File: config.mk
export PLATFORM = sky130hd
export DESIGN_NAME = fetch_sequencer
export DESIGN_NICKNAME = d
export VERILOG_FILES = /design/src/rtl/fetch_pkg.sv /design/src/rtl/fetch_sequencer_branch_resolve.sv /design/src/rtl/fetch_sequencer.sv
export SDC_FILE = /design/constraint.sdc
export NUM_CORES = 1
export LEC_CHECK = 0
export ABC_CLOCK_PERIOD_IN_PS = 5440
export BUFFER_PORTS_ARGS = -buffer_cell sky130_fd_sc_hd__clkbuf_2
export CELL_PAD_IN_SITES_DETAIL_PLACEMENT = 0
export CELL_PAD_IN_SITES_GLOBAL_PLACEMENT = 1
export CORE_ASPECT_RATIO = 0.6
export CORE_UTILIZATION = 37
export CTS_BUF_LIST = sky130_fd_sc_hd__clkbuf_8
export DETAILED_ROUTE_END_ITERATION = 10
export HOLD_SLACK_MARGIN = 0.02
export PLACE_DENSITY = 0.95
export SYNTH_ARGS = -nofsm -noshare
export SYNTH_HDL_FRONTEND = slang
export SYNTH_SLANG_ARGS = --single-unit
export TNS_END_PERCENT = 1
File: constraint.sdc
create_clock -name clk -period 5.44 [get_ports clk]
set_input_delay 0.272 -clock clk [delete_from_list [all_inputs] [get_ports clk]]
set_output_delay 0.272 -clock clk [all_outputs]
set_load 0.05 [all_outputs]
File: src/rtl/fetch_pkg.sv
// Shared types and constants for the fetch sequencer.
package fetch_pkg;

    typedef enum logic [1:0] {
        IDLE = 2'd0,
        RUN  = 2'd1,
        HALT = 2'd2
    } state_t;

    localparam logic [8:0] HALT_INSTR_DEF = 9'h1FF;
    localparam int         REL_OFF_W      = 4;

endpackage

File: src/rtl/fetch_sequencer_branch_resolve.sv
// Branch condition evaluation and next-PC selection.
module branch_resolve
    import fetch_pkg::*;
#(
    parameter int PC_W = 10
) (
    input  logic                 abs_branch,
    input  logic                 rel_branch,
    input  logic                 branch_invert,
    input  logic                 branch_flag,
    input  logic                 zero_flag,
    input  logic                 neg_flag,
    input  logic [PC_W-1:0]      prog_ctr,
    input  logic [PC_W-1:0]      abs_target,
    input  logic [REL_OFF_W-1:0] offset,
    output logic                 taken,
    output logic [PC_W-1:0]      next_pc
);

    logic            w_cond;
    logic [PC_W-1:0] w_off_sext;

    assign w_cond     = (branch_flag ? neg_flag : zero_flag) ^ branch_invert;
    assign taken      = (abs_branch | rel_branch) & w_cond;
    assign w_off_sext = {{(PC_W-REL_OFF_W){offset[REL_OFF_W-1]}}, offset};

    // abs wins if both are raised; PC arithmetic wraps silently
    always_comb begin
        next_pc = prog_ctr + PC_W'(1);
        if (taken && abs_branch) begin
            next_pc = abs_target;
        end else if (taken && rel_branch) begin
            next_pc = prog_ctr + w_off_sext;
        end
    end

endmodule

File: src/rtl/fetch_sequencer.sv
// PC / fetch stage with start/done run handshake.
// Optional FETCH_PERF_COUNTERS_EN adds retired_cnt and taken_cnt.
module fetch_sequencer
    import fetch_pkg::*;
#(
    parameter int              PC_W       = 10,
    parameter logic [PC_W-1:0] START_ADDR = '0,
    parameter logic [8:0]      HALT_INSTR = HALT_INSTR_DEF
) (
    input  logic            clk,
    input  logic            rst_n,
    input  logic            start,
    input  logic            stall,
    input  logic [8:0]      instr,
    input  logic            abs_branch,
    input  logic            rel_branch,
    input  logic            branch_invert,
    input  logic            branch_flag,
    input  logic            zero_flag,
    input  logic            neg_flag,
    input  logic [PC_W-1:0] abs_target,
`ifdef FETCH_PERF_COUNTERS_EN
    output logic [15:0]     retired_cnt,
    output logic [15:0]     taken_cnt,
`endif
    output logic [PC_W-1:0] prog_ctr,
    output logic            instr_valid,
    output logic            done
);

    state_t          r_state;
    state_t          w_state_nxt;
    logic [PC_W-1:0] r_pc;
    logic [PC_W-1:0] w_pc_nxt;
    logic [PC_W-1:0] w_br_pc;
    logic            w_taken;
    logic            w_is_halt;
    logic            w_start_ok;

    branch_resolve #(
        .PC_W (PC_W)
    ) u_branch (
        .abs_branch    (abs_branch),
        .rel_branch    (rel_branch),
        .branch_invert (branch_invert),
        .branch_flag   (branch_flag),
        .zero_flag     (zero_flag),
        .neg_flag      (neg_flag),
        .prog_ctr      (r_pc),
        .abs_target    (abs_target),
        .offset        (instr[REL_OFF_W-1:0]),
        .taken         (w_taken),
        .next_pc       (w_br_pc)
    );

    assign w_is_halt   = (instr == HALT_INSTR);
    assign instr_valid = (r_state == RUN) && !stall && !w_is_halt;
    assign w_start_ok  = start && !stall && (r_state != RUN);
    assign prog_ctr    = r_pc;
    assign done        = (r_state == HALT);

    always_comb begin
        w_state_nxt = r_state;
        w_pc_nxt    = r_pc;
        if (!stall) begin
            unique case (r_state)
                IDLE, HALT: begin
                    if (start) begin
                        w_state_nxt = RUN;
                        w_pc_nxt    = START_ADDR;
                    end
                end
                RUN: begin
                    if (w_is_halt) begin
                        w_state_nxt = HALT;
                    end else begin
                        w_pc_nxt = w_br_pc;
                    end
                end
                default: begin
                    w_state_nxt = IDLE;
                end
            endcase
        end
    end

    always_ff @(posedge clk) begin
        if (!rst_n) begin
            r_state <= IDLE;
            r_pc    <= START_ADDR;
        end else begin
            r_state <= w_state_nxt;
            r_pc    <= w_pc_nxt;
        end
    end

`ifdef FETCH_PERF_COUNTERS_EN
    logic [15:0] r_retired;
    logic [15:0] r_taken;

    always_ff @(posedge clk) begin
        if (!rst_n || w_start_ok) begin
            r_retired <= '0;
            r_taken   <= '0;
        end else if (instr_valid) begin
            if (r_retired != 16'hFFFF) r_retired <= r_retired + 16'd1;
            if (w_taken && r_taken != 16'hFFFF) r_taken <= r_taken + 16'd1;
        end
    end

    assign retired_cnt = r_retired;
    assign taken_cnt   = r_taken;
`else
    logic w_unused;
    assign w_unused = w_start_ok;
`endif

endmodule

# Word-level counts from Yosys, hierarchy flattened
# Cells that the tools add are included.
[classes] add_sub_neg=2 n_eq_ne=6 muxes=9 n_bitwise=4 reduce_logical=11
[ops] operator="two-way mux 10 bit" n=4
[ops] operator="case mux 10 bit (2 select lines)" n=1
[ops] operator="adder 10 x 1 -> 10 bit, second input constant" n=1
[ops] operator="adder 10 bit" n=1
[ops] operator="== test 9 bit, second input constant" n=1
[ops] operator="!= test 2 bit, second input constant" n=3
[ops] operator="logical AND 1 bit" n=4
[ops] operator="two-way mux 2 bit" n=2
[ops] operator="case mux 2 bit (2 select lines)" n=1
[ops] operator="AND reduction 4 bit" n=1
[ops] operator="AND reduction 3 bit" n=1
[ops] operator="== test 2 x 1 -> 1 bit, second input constant" n=1
[ops] operator="== test 2 bit, second input constant" n=1
[ops] operator="logical NOT 1 bit" n=2
[ops] operator="logical NOT 2 bit" n=1
[ops] operator="nonzero test 2 bit" n=1
[ops] operator="OR reduction 2 bit" n=1
[ops] operator="AND 1 bit" n=1
[ops] operator="two-way mux 1 bit" n=1
[ops] operator="NOT 1 bit" n=1
[ops] operator="bitwise OR 1 bit" n=1
[ops] operator="bitwise XOR 1 bit" n=1
[word_totals] reg_bits=12 inputBits=29

# Depth between registers and ports, before layout
# Gate-level depths: netlist of the first run.
[logic_depth] ltp_word=8 depth_mapped=11

# Cells and area by module
# From an unflattened synthesis of the first run, not the netlist that was laid out.
[hier_totals] hier_cells=132 area_unflattened_um2=1097.3
[modules_own_cells] module="branch_resolve" n_inst=1 cells_each=78 area_per_inst_um2=564.3 seq_area_each_um2=0.0
[modules_own_cells] module="fetch_sequencer" n_inst=1 cells_each=54 area_per_inst_um2=533.0 seq_area_each_um2=240.2

# Worst setup path before layout of the first run
# No wires, ideal clock.
[synth_timing] path_type="input to register" startpoint="in branch_flag" endpoint="reg r_pc[8], in the netlist prog_ctr[8]" setup_time_ps=128 t_arrival_ps=2257 t_required_ps=5312 path_slack_ps=3056 path_stages=11 path_buffers=0 cell_sequence="mux2i_2 > xnor2_1 > nand3b_1 > ha_1 > fa_1 > a21oi_1 > nand3_1 > mux2i_1 > mux2i_1 > a221oi_1 > nor2_1"
[synth_between] elab_chain_len=8 word_cells_on_any_way=9 classes_between="mux (5); bitwise (2); reduce/logical (2)"
[synth_lines] element="from (decl)" line_no="fetch_sequencer.sv:18" text="input logic branch_flag,"
[synth_lines] element="two-way mux 1 bit *" line_no="fetch_sequencer_branch_resolve.sv:23" text="assign w_cond = (branch_flag ? neg_flag : zero_flag) ^ branch_invert;"
[synth_lines] element="bitwise XOR 1 bit *" line_no="fetch_sequencer_branch_resolve.sv:23"
[synth_lines] element="AND 1 bit *" line_no="fetch_sequencer_branch_resolve.sv:24" text="assign taken = (abs_branch | rel_branch) & w_cond;"
[synth_lines] element="logical AND 1 bit" line_no="fetch_sequencer_branch_resolve.sv:32" text="end else if (taken && rel_branch) begin"
[synth_lines] element="two-way mux 10 bit" line_no="fetch_sequencer_branch_resolve.sv:32"
[synth_lines] element="two-way mux 10 bit *" line_no="fetch_sequencer_branch_resolve.sv:30" text="if (taken && abs_branch) begin"
[synth_lines] element="two-way mux 10 bit *" line_no="fetch_sequencer.sv:74" text="if (w_is_halt) begin"
[synth_lines] element="case mux 10 bit (2 select lines) *" line_no="fetch_sequencer.sv:66" text="unique case (r_state)"
[synth_lines] element="to (signal assigned)" line_no="fetch_sequencer.sv:93" text="r_pc <= w_pc_nxt;"
[synth_lines] element="to (decl)" line_no="fetch_sequencer.sv:33" text="logic [PC_W-1:0] r_pc;"
# Every way passes the cells marked *; elsewhere a longest branch is shown, timed or not. The select of a mux whose other input is x is not followed.
# A chain may end at the register's enable or synchronous reset.

# Worst setup path after layout of the first run
[layout_timing] startpoint="in branch_flag" endpoint="reg r_pc[6], in the netlist prog_ctr[6]"
# Same word-level chain as after synthesis.

==> results of run 1 <==
cell type report:
class	count	area (sq um)
repair buffers	40	200
flip-flops and latches	12	240
well taps	30	37.5
multi-input cells	103	691
inverters	3	11.3
clock buffers	3	41.3
fillers	234	1090
layer usage:
metal	wire length, microns	global-route usage, %
met2	1130	29.9
met5	0	0
met1	1270	31.0
met3	241	6.87
met4	65	6.67
sequential cells by signal (all words and copies together) (netlist names):
name / cells
prog_ctr: 10
r_state: 2
worst max-delay path by stage:
stage	slack [ns]	depth (start not counted)	start	end
2_1_floorplan	3.06	11	branch_flag	prog_ctr[8]
3_3_place_gp	2.81	12	branch_flag	prog_ctr[6]
3_5_place_dp	2.60	12	branch_flag	prog_ctr[6]
4_1_cts	2.83	12	branch_flag	prog_ctr[6]
5_1_grt	2.56	12	branch_flag	prog_ctr[6]
6_report	2.80	12	branch_flag	prog_ctr[6]
cells by family (layout without fill, tap and decap cells):
logic type / after synthesis / count (layout)
muxes: 11 / 11
adders and majority gates: 4 / 4
xor gates and xnor gates: 4 / 4
DFF: 12 / 12
AOI/OAI and AO/OA: 26 / 26
and+or+nand+nor: 58 / 58
buffers and inverters: 8 / 46
cell usage in the layout, fill, tap and decap left out, types with 2 or more instances in the layout:
cell      synthesis  layout
nand3_1          10      10
a21oi_1           8       8
inv_1             3       3
and2_1            2       2
a22oi_1           9       9
or3_1             2       2
dfxtp_1          12      12
mux2i_1           5       5
nand4_1           4       4
a31oi_1           2       2
clkbuf_8          0       3
mux2i_2           2       2
a221oi_1          2       2
nand2b_1          2       2
clkbuf_2          0      40
and3_1            3       3
xnor2_1           4       4
a21o_1            2       2
nand2_1           9       9
nor2_1           15      15
nand3b_1          5       5
mux2_2            4       4
ha_1              3       3
cell usage after synthesis (3+ instances only):
master	number
nand3_1	10
nor2_1	15
clkbuf_1	4
nand2_1	9
mux2i_1	5
a21oi_1	8
a22oi_1	9
mux2_2	4
ha_1	3
nand3b_1	5
and3_1	3
inv_1	3
nand4_1	4
dfxtp_1	12
xnor2_1	4
power by group through the flow:
stage	logic [W]	registers (W)	clock network [W]
2_1_floorplan	0.0000326	0.000100	0
6_report	0.0000591	0.0000936	0.0000812
5_1_grt	0.0000648	0.0000940	0.0000904
3_3_place_gp	0.0000569	0.0000952	0
4_1_cts	0.0000589	0.0000935	0.0000841
3_5_place_dp	0.0000583	0.0000954	0
per-stage QoR:
| stage | instances | hold WS [ns] |
|---|---|---|
| 2_1_floorplan | 123 | 0.401 |
| 3_3_place_gp | 188 | 0.479 |
| 3_5_place_dp | 188 | 0.486 |
| 4_1_cts | 191 | 0.269 |
| 5_1_grt | 191 | 0.278 |
| 6_report | 191 | 0.271 |
worst max-delay path, delay by kind of cell:
| family | cells | cell delay, ns |
|---|---|---|
| mux | 3 | 0.68 |
| fa+ha+maj | 2 | 0.67 |
| compound gates | 2 | 0.50 |
| simple gates | 3 | 0.33 |
| xor+xnor | 1 | 0.22 |
| buf+inv | 1 | 0.09 |
==> key figures, run 1 <==
GRT
  • GRT Total Usage: 21.5%
  • First-pass GRT wire length: 4510 microns
  • Initial antenna violation count: 0
  • Largest net degree at the start of global routing: 17
  • Gr ovfl total: 0
  • Number of global-route vias before repair: 948

Floorplanning
  • Core Box Area: 2310 sq um
  • Chip Width: 67.8 microns
  • Initial Utilization: 41.7%
  • Die area: 2820 sq um
  • Core Rows: 13
  • Io pins: 41
  • Chip Height: 41.5 microns

Logic synthesis
  • Mean Syn Cell Area: 7.82 sq um
  • Post-synth EDFFs: 0
  • Netlist Area Pre-Place: 962 sq um
  • Post-synthesis mux area share: 12.7%
  • Yosys reg bits: 12
  • Post-synth ARST share: 0%
  • Top-area cell type share of the netlist area: 25.0%
  • Simple-Gate Fraction of Synth Area: 31.3%
  • Synth Area in Compound Gates: 18.1%
  • Ys Warns: 0
  • Leading area contributor after synthesis: dfxtp_1
  • Cells after synthesis: 123
  • Dominant cells by area after synthesis: dfxtp_1, a22oi_1, nor2_1
  • Yosys cell types: 33
  • Main combinational cell family by area after synthesis: simple AND/OR/NAND/NOR gates
  • Post-Syn Nets: 156
  • Main flop type after synthesis: dfxtp_1
  • Adder-cell share of the synthesized area: 5.98%
  • Sequential area share after synthesis: 25.0%
  • XOR/XNOR Fraction of Synth Area: 3.64%

STA
  • Clock Skew: 0.00358 ns
  • Worst Tran Pin Value: 0.943 ns
  • Max-slew violation count: 0
  • Worst rel slew slack: 37.2%
  • Fmax: 379 MHz
  • Fin crit share: 48.5%
  • Final setup violation count: 0
  • Total negative slack: 0 ns
  • Min Tclk post-route: 2.64 ns
  • Hold Vio Cnt, Final: 0
  • RSZ-0062 raised after global routing: false
  • Final worst slack: 2.80 ns

Cells and area
  • Cell area after layout: 1220 sq um
  • Area Growth Syn to Fin: 26.9%
  • Nets: 196
  • Share of layout cells above drive strength 1: 30.4%
  • Core Util, Final: 52.9%
  • Antenna Cells: 0

Drt
  • Routed Antenna Nets: 0
  • Routed WL per cell: 14.2 microns
  • Via count: 1098
  • Drt drc: 0
  • Via/cell ratio: 5.75
  • DRT Pass-1 Iters: 4
  • Final WL: 2710 microns
  • Initial DRC Count: 78

Status
  • Status: finished clean

Pwr
  • Seq pwr share: 40.0%
  • Pleak: 0.558 nW
  • Power per cell area: 192 nW/um^2
  • Max VDD drop: 0.000133 V
  • Comb pwr share: 25.3%
  • Switching Share: 30.4%
  • NetSw: 0.0000711 W
  • Pwr Total: 0.000234 W
  • Pint: 0.000163 W
  • Clock group share of total power: 34.7%

Clocking
  • Root buffer cell: clkbuf_8
  • PostCTS Resize Cnt: 0
  • CTS tree: done
  • Post-CTS setup buffer count: 0
  • CTS Hold Buffers Added: 0
  • CTS Sinks: 12
  • Max Buffers Root-to-Sink: 2
  • Depth of the CTS H-tree: 1
  • Clock latency on the worst-skew pair: 0.24 ns
  • Clock transition at path regs: 0.05 ns
  • Cts bufs inserted: 3

Job
  • Max cap viols: 0

Critical path
  • CP Launch Type: primary input
  • Start of the worst register-to-register path: prog_ctr[0]
  • R2R Setup Slk: 3.29 ns
  • CP Max Fanout: 3
  • RR Endpoint: prog_ctr[6]
  • Data arrival at the endpoint of the critical path: 2.76 ns
  • Setup CP Type: primary input to register
  • Worst EP required: 5.56 ns
  • Critical path's slowest cell: fa_1
  • R2R cell count: 8
  • Setup crit end kind: register
  • Crit-path max cell delay: 0.43 ns
  • Cells along the critical path: clkbuf_2, mux2i_2, xnor2_1, nand3b_1, ha_1, fa_1, a21oi_1, nand3b_1, mux2i_1, mux2i_1, a221oi_1, nor2_1

Hold path
  • Hold path start: abs_target[9]
  • Min-Delay Path Class: primary input to register
  • Hold depth: 3
  • Hold endpoint: prog_ctr[9]

Placement
  • Area after DPL: 1180 sq um
  • Port bufs: 40
  • Hpwl dp: 2160 microns
  • GP Congestion: 0.908
  • Pre-CTS setup slack: 2.60 ns
No activity file was read; power rests on OpenSTA's default activity.
==> run 2: changes to the inputs <==
--- a/config.mk
+++ b/config.mk
@@ -5,16 +5,16 @@
 export SDC_FILE = /design/constraint.sdc
 export NUM_CORES = 1
 export LEC_CHECK = 0
-export ABC_CLOCK_PERIOD_IN_PS = 5440
+export ABC_CLOCK_PERIOD_IN_PS = 2200
 export BUFFER_PORTS_ARGS = -buffer_cell sky130_fd_sc_hd__clkbuf_2
 export CELL_PAD_IN_SITES_DETAIL_PLACEMENT = 0
 export CELL_PAD_IN_SITES_GLOBAL_PLACEMENT = 1
 export CORE_ASPECT_RATIO = 0.6
-export CORE_UTILIZATION = 37
+export CORE_UTILIZATION = 31
 export CTS_BUF_LIST = sky130_fd_sc_hd__clkbuf_8
 export DETAILED_ROUTE_END_ITERATION = 10
 export HOLD_SLACK_MARGIN = 0.02
-export PLACE_DENSITY = 0.95
+export PLACE_DENSITY = 0.87
 export SYNTH_ARGS = -nofsm -noshare
 export SYNTH_HDL_FRONTEND = slang
 export SYNTH_SLANG_ARGS = --single-unit
==> constraint.sdc (replaced) <==
create_clock -name clk -period 2.2 [get_ports clk]
set_input_delay 0.11 -clock clk [delete_from_list [all_inputs] [get_ports clk]]
set_output_delay 0.11 -clock clk [all_outputs]
set_load 0.05 [all_outputs]
==> key figures, run 2 (synthesized netlist as in run 1, its figures left out) <==
Status
  • Status: finished clean

GRT
  • First-pass GRT wire length: 4560 microns (+1.1%)
  • Initial antenna violation count: 0 (unchanged)
  • GRT Total Usage: 18.2% (-3.3 points)
  • Gr ovfl total: 0 (unchanged)
  • Number of global-route vias before repair: 993 (+4.7%)
  • Largest net degree at the start of global routing: 17 (unchanged)

Placement
  • Post-Place Cells: 208 (+11%)
  • Port bufs: 40 (unchanged)
  • Hpwl dp: 2240 microns (+3.9%)
  • Pre-CTS setup slack: -0.293 ns (-2.90 ns)
  • GP Congestion: 0.961 (+5.8%)

Drt
  • DRT Pass-1 Iters: 4 (unchanged)
  • Final WL: 2960 microns (+9.0%)
  • Via count: 1119 (+1.9%)
  • Drt drc: 0 (unchanged)
  • Via/cell ratio: 5.25 (-8.6%)
  • Routed WL per cell: 13.9 microns (-2.3%)
  • Initial DRC Count: 64 (-18%)
  • Routed Antenna Nets: 0 (unchanged)

STA
  • Max-slew violation count: 0 (unchanged)
  • Fmax: 483 MHz
  • Fin crit share: 94.2%
  • Hold Vio Cnt, Final: 0 (unchanged)
  • Worst Tran Pin Value: 0.498 ns (-0.444 ns)
  • Min Tclk post-route: 2.07 ns
  • Clock Skew: 0.00127 ns (-0.00231 ns)
  • Worst rel slew slack: 66.6% (+29 points)
  • RSZ-0062 raised after global routing: true
  • Final worst slack: 0.128 ns (-2.67 ns)
  • Final setup violation count: 0 (unchanged)

Cells and area
  • Final-layout fill cell count: 308 (+32%)
  • Max reg flops: 10 (unchanged)
  • Most frequent cells in the layout: clkbuf_2, nor2_1, dfxtp_1, nand3_1
  • Nets: 205 (+4.6%)
  • Share of layout cells above drive strength 1: 37.4% (+7.0 points)
  • Finished Layout Cells: 213 (+12%)
  • Most common cell after layout, fill and taps aside: clkbuf_2
  • Area Growth Syn to Fin: 41.6%
  • Core Util, Final: 46.8% (-6.0 points)
  • Antenna Cells: 0 (unchanged)

Critical path
  • Setup CP Type: primary input to register
  • CP Launch Type: primary input
  • Start of the worst register-to-register path: prog_ctr[1]
  • CP Max Fanout: 3 (unchanged)
  • Setup crit end kind: register
  • Worst Setup SP: branch_flag
  • Worst EP required: 2.36 ns (-3.20 ns)
  • Data arrival at the endpoint of the critical path: 2.24 ns (-0.52 ns)

Job
  • Max cap viols: 0 (unchanged)

Clocking
  • Clock latency on the worst-skew pair: 0.24 ns (about the same)
  • Depth of the CTS H-tree: 1 (unchanged)
  • Root buffer cell: clkbuf_8
  • Clock transition at path regs: 0.06 ns (about the same)
  • Cts bufs inserted: 3 (unchanged)
  • CTS tree: done
  • Max Buffers Root-to-Sink: 2 (unchanged)
  • CTS Sinks: 12 (unchanged)
  • CTS Hold Buffers Added: 0 (unchanged)

Pwr
  • Max VDD drop: 0.000339 V (+160%)
  • Power per cell area: 474 nW/um^2 (+150%)
  • Pwr Total: 0.000645 W (+180%)
  • Pleak: 0.619 nW (+11%)

Floorplanning
  • Chip Height: 45.2 microns (+8.8%)
  • Die area: 3340 sq um (+19%)
  • Initial Utilization: 33.1% (-8.6 points)
  • Io pins: 41 (unchanged)
  • Chip Width: 73.9 microns (+9.0%)
  • Core Box Area: 2910 sq um (+26%)
  • Core Rows: 15 (+2)

Hold path
  • Hold path start: abs_target[9]
  • Min-Delay Path Class: primary input to register
run 2: cell count changes in the layout (fill, tap and decap cells not counted), sizes merged:
cell,previous run,this run
buf,0,10
run 2: layer usage:
| layer | vias to the layer above | track usage [%] | share of wire (%) |
|---|---|---|---|
| li1 | 557 | - | - |
| met1 | 523 | 25.5 | 48 |
| met2 | 39 | 29.5 | 46 |
| met3 | 0 | 4.46 | 6.1 |
| met4 | 0 | 1.54 | 0 |
| met5 | - | 0 | 0 |
run 2: path summary, 6_finish.rpt:
kind         slack (ns)           to  depth (start not counted)
max reg2reg        0.24  prog_ctr[9]                          7
min                0.11  prog_ctr[9]                          3
min reg2reg        0.49   r_state[1]                          2
max                0.13  prog_ctr[4]                         11
run 2: repair_timing:
item                                    CTS  global route
pin swaps                                 1             1
resized for setup                         1             8
endpoints found under the setup margin    2             6
setup buffers                             0             1
run 2: final cells by class:
cell class	instances	area [sq um]	area share (%)
inverters	3	11.3	0.826
clock buffers	4	55.1	4.04
repair buffers	49	274	20.1
multi-input cells	103	729	53.5
flip-flops and latches	12	240	17.6
well taps	42	52.6	3.86
run 2: per-stage QoR:
stage / hold WS, ns / area [sq um] / setup TNS (ns)
after floorplan: 0.239 / 966 / 0
after global placement: 0.351 / 1260 / -0.428
after detailed placement: 0.359 / 1260 / -1.32
after CTS: 0.108 / 1320 / 0
after global routing: 0.118 / 1360 / -0.0453
final: 0.107 / 1360 / 0
run 2: power by group:
group          total [W]  internal (W)  switching, W
registers       0.000232      0.000223    0.00000824
logic           0.000170     0.0000743     0.0000952
clock network   0.000244      0.000158     0.0000861
run 2: worst max-delay path, stage by stage:
cell and delay, ns:
buf_6 0.08, mux2i_4 0.26, xnor2_2 0.15, nand3b_1 0.14, ha_2 0.22, fa_2 0.38, a21o_1 0.24, nor2_1 0.10
a22oi_1 0.09, or3_1 0.33, a31oi_1 0.14
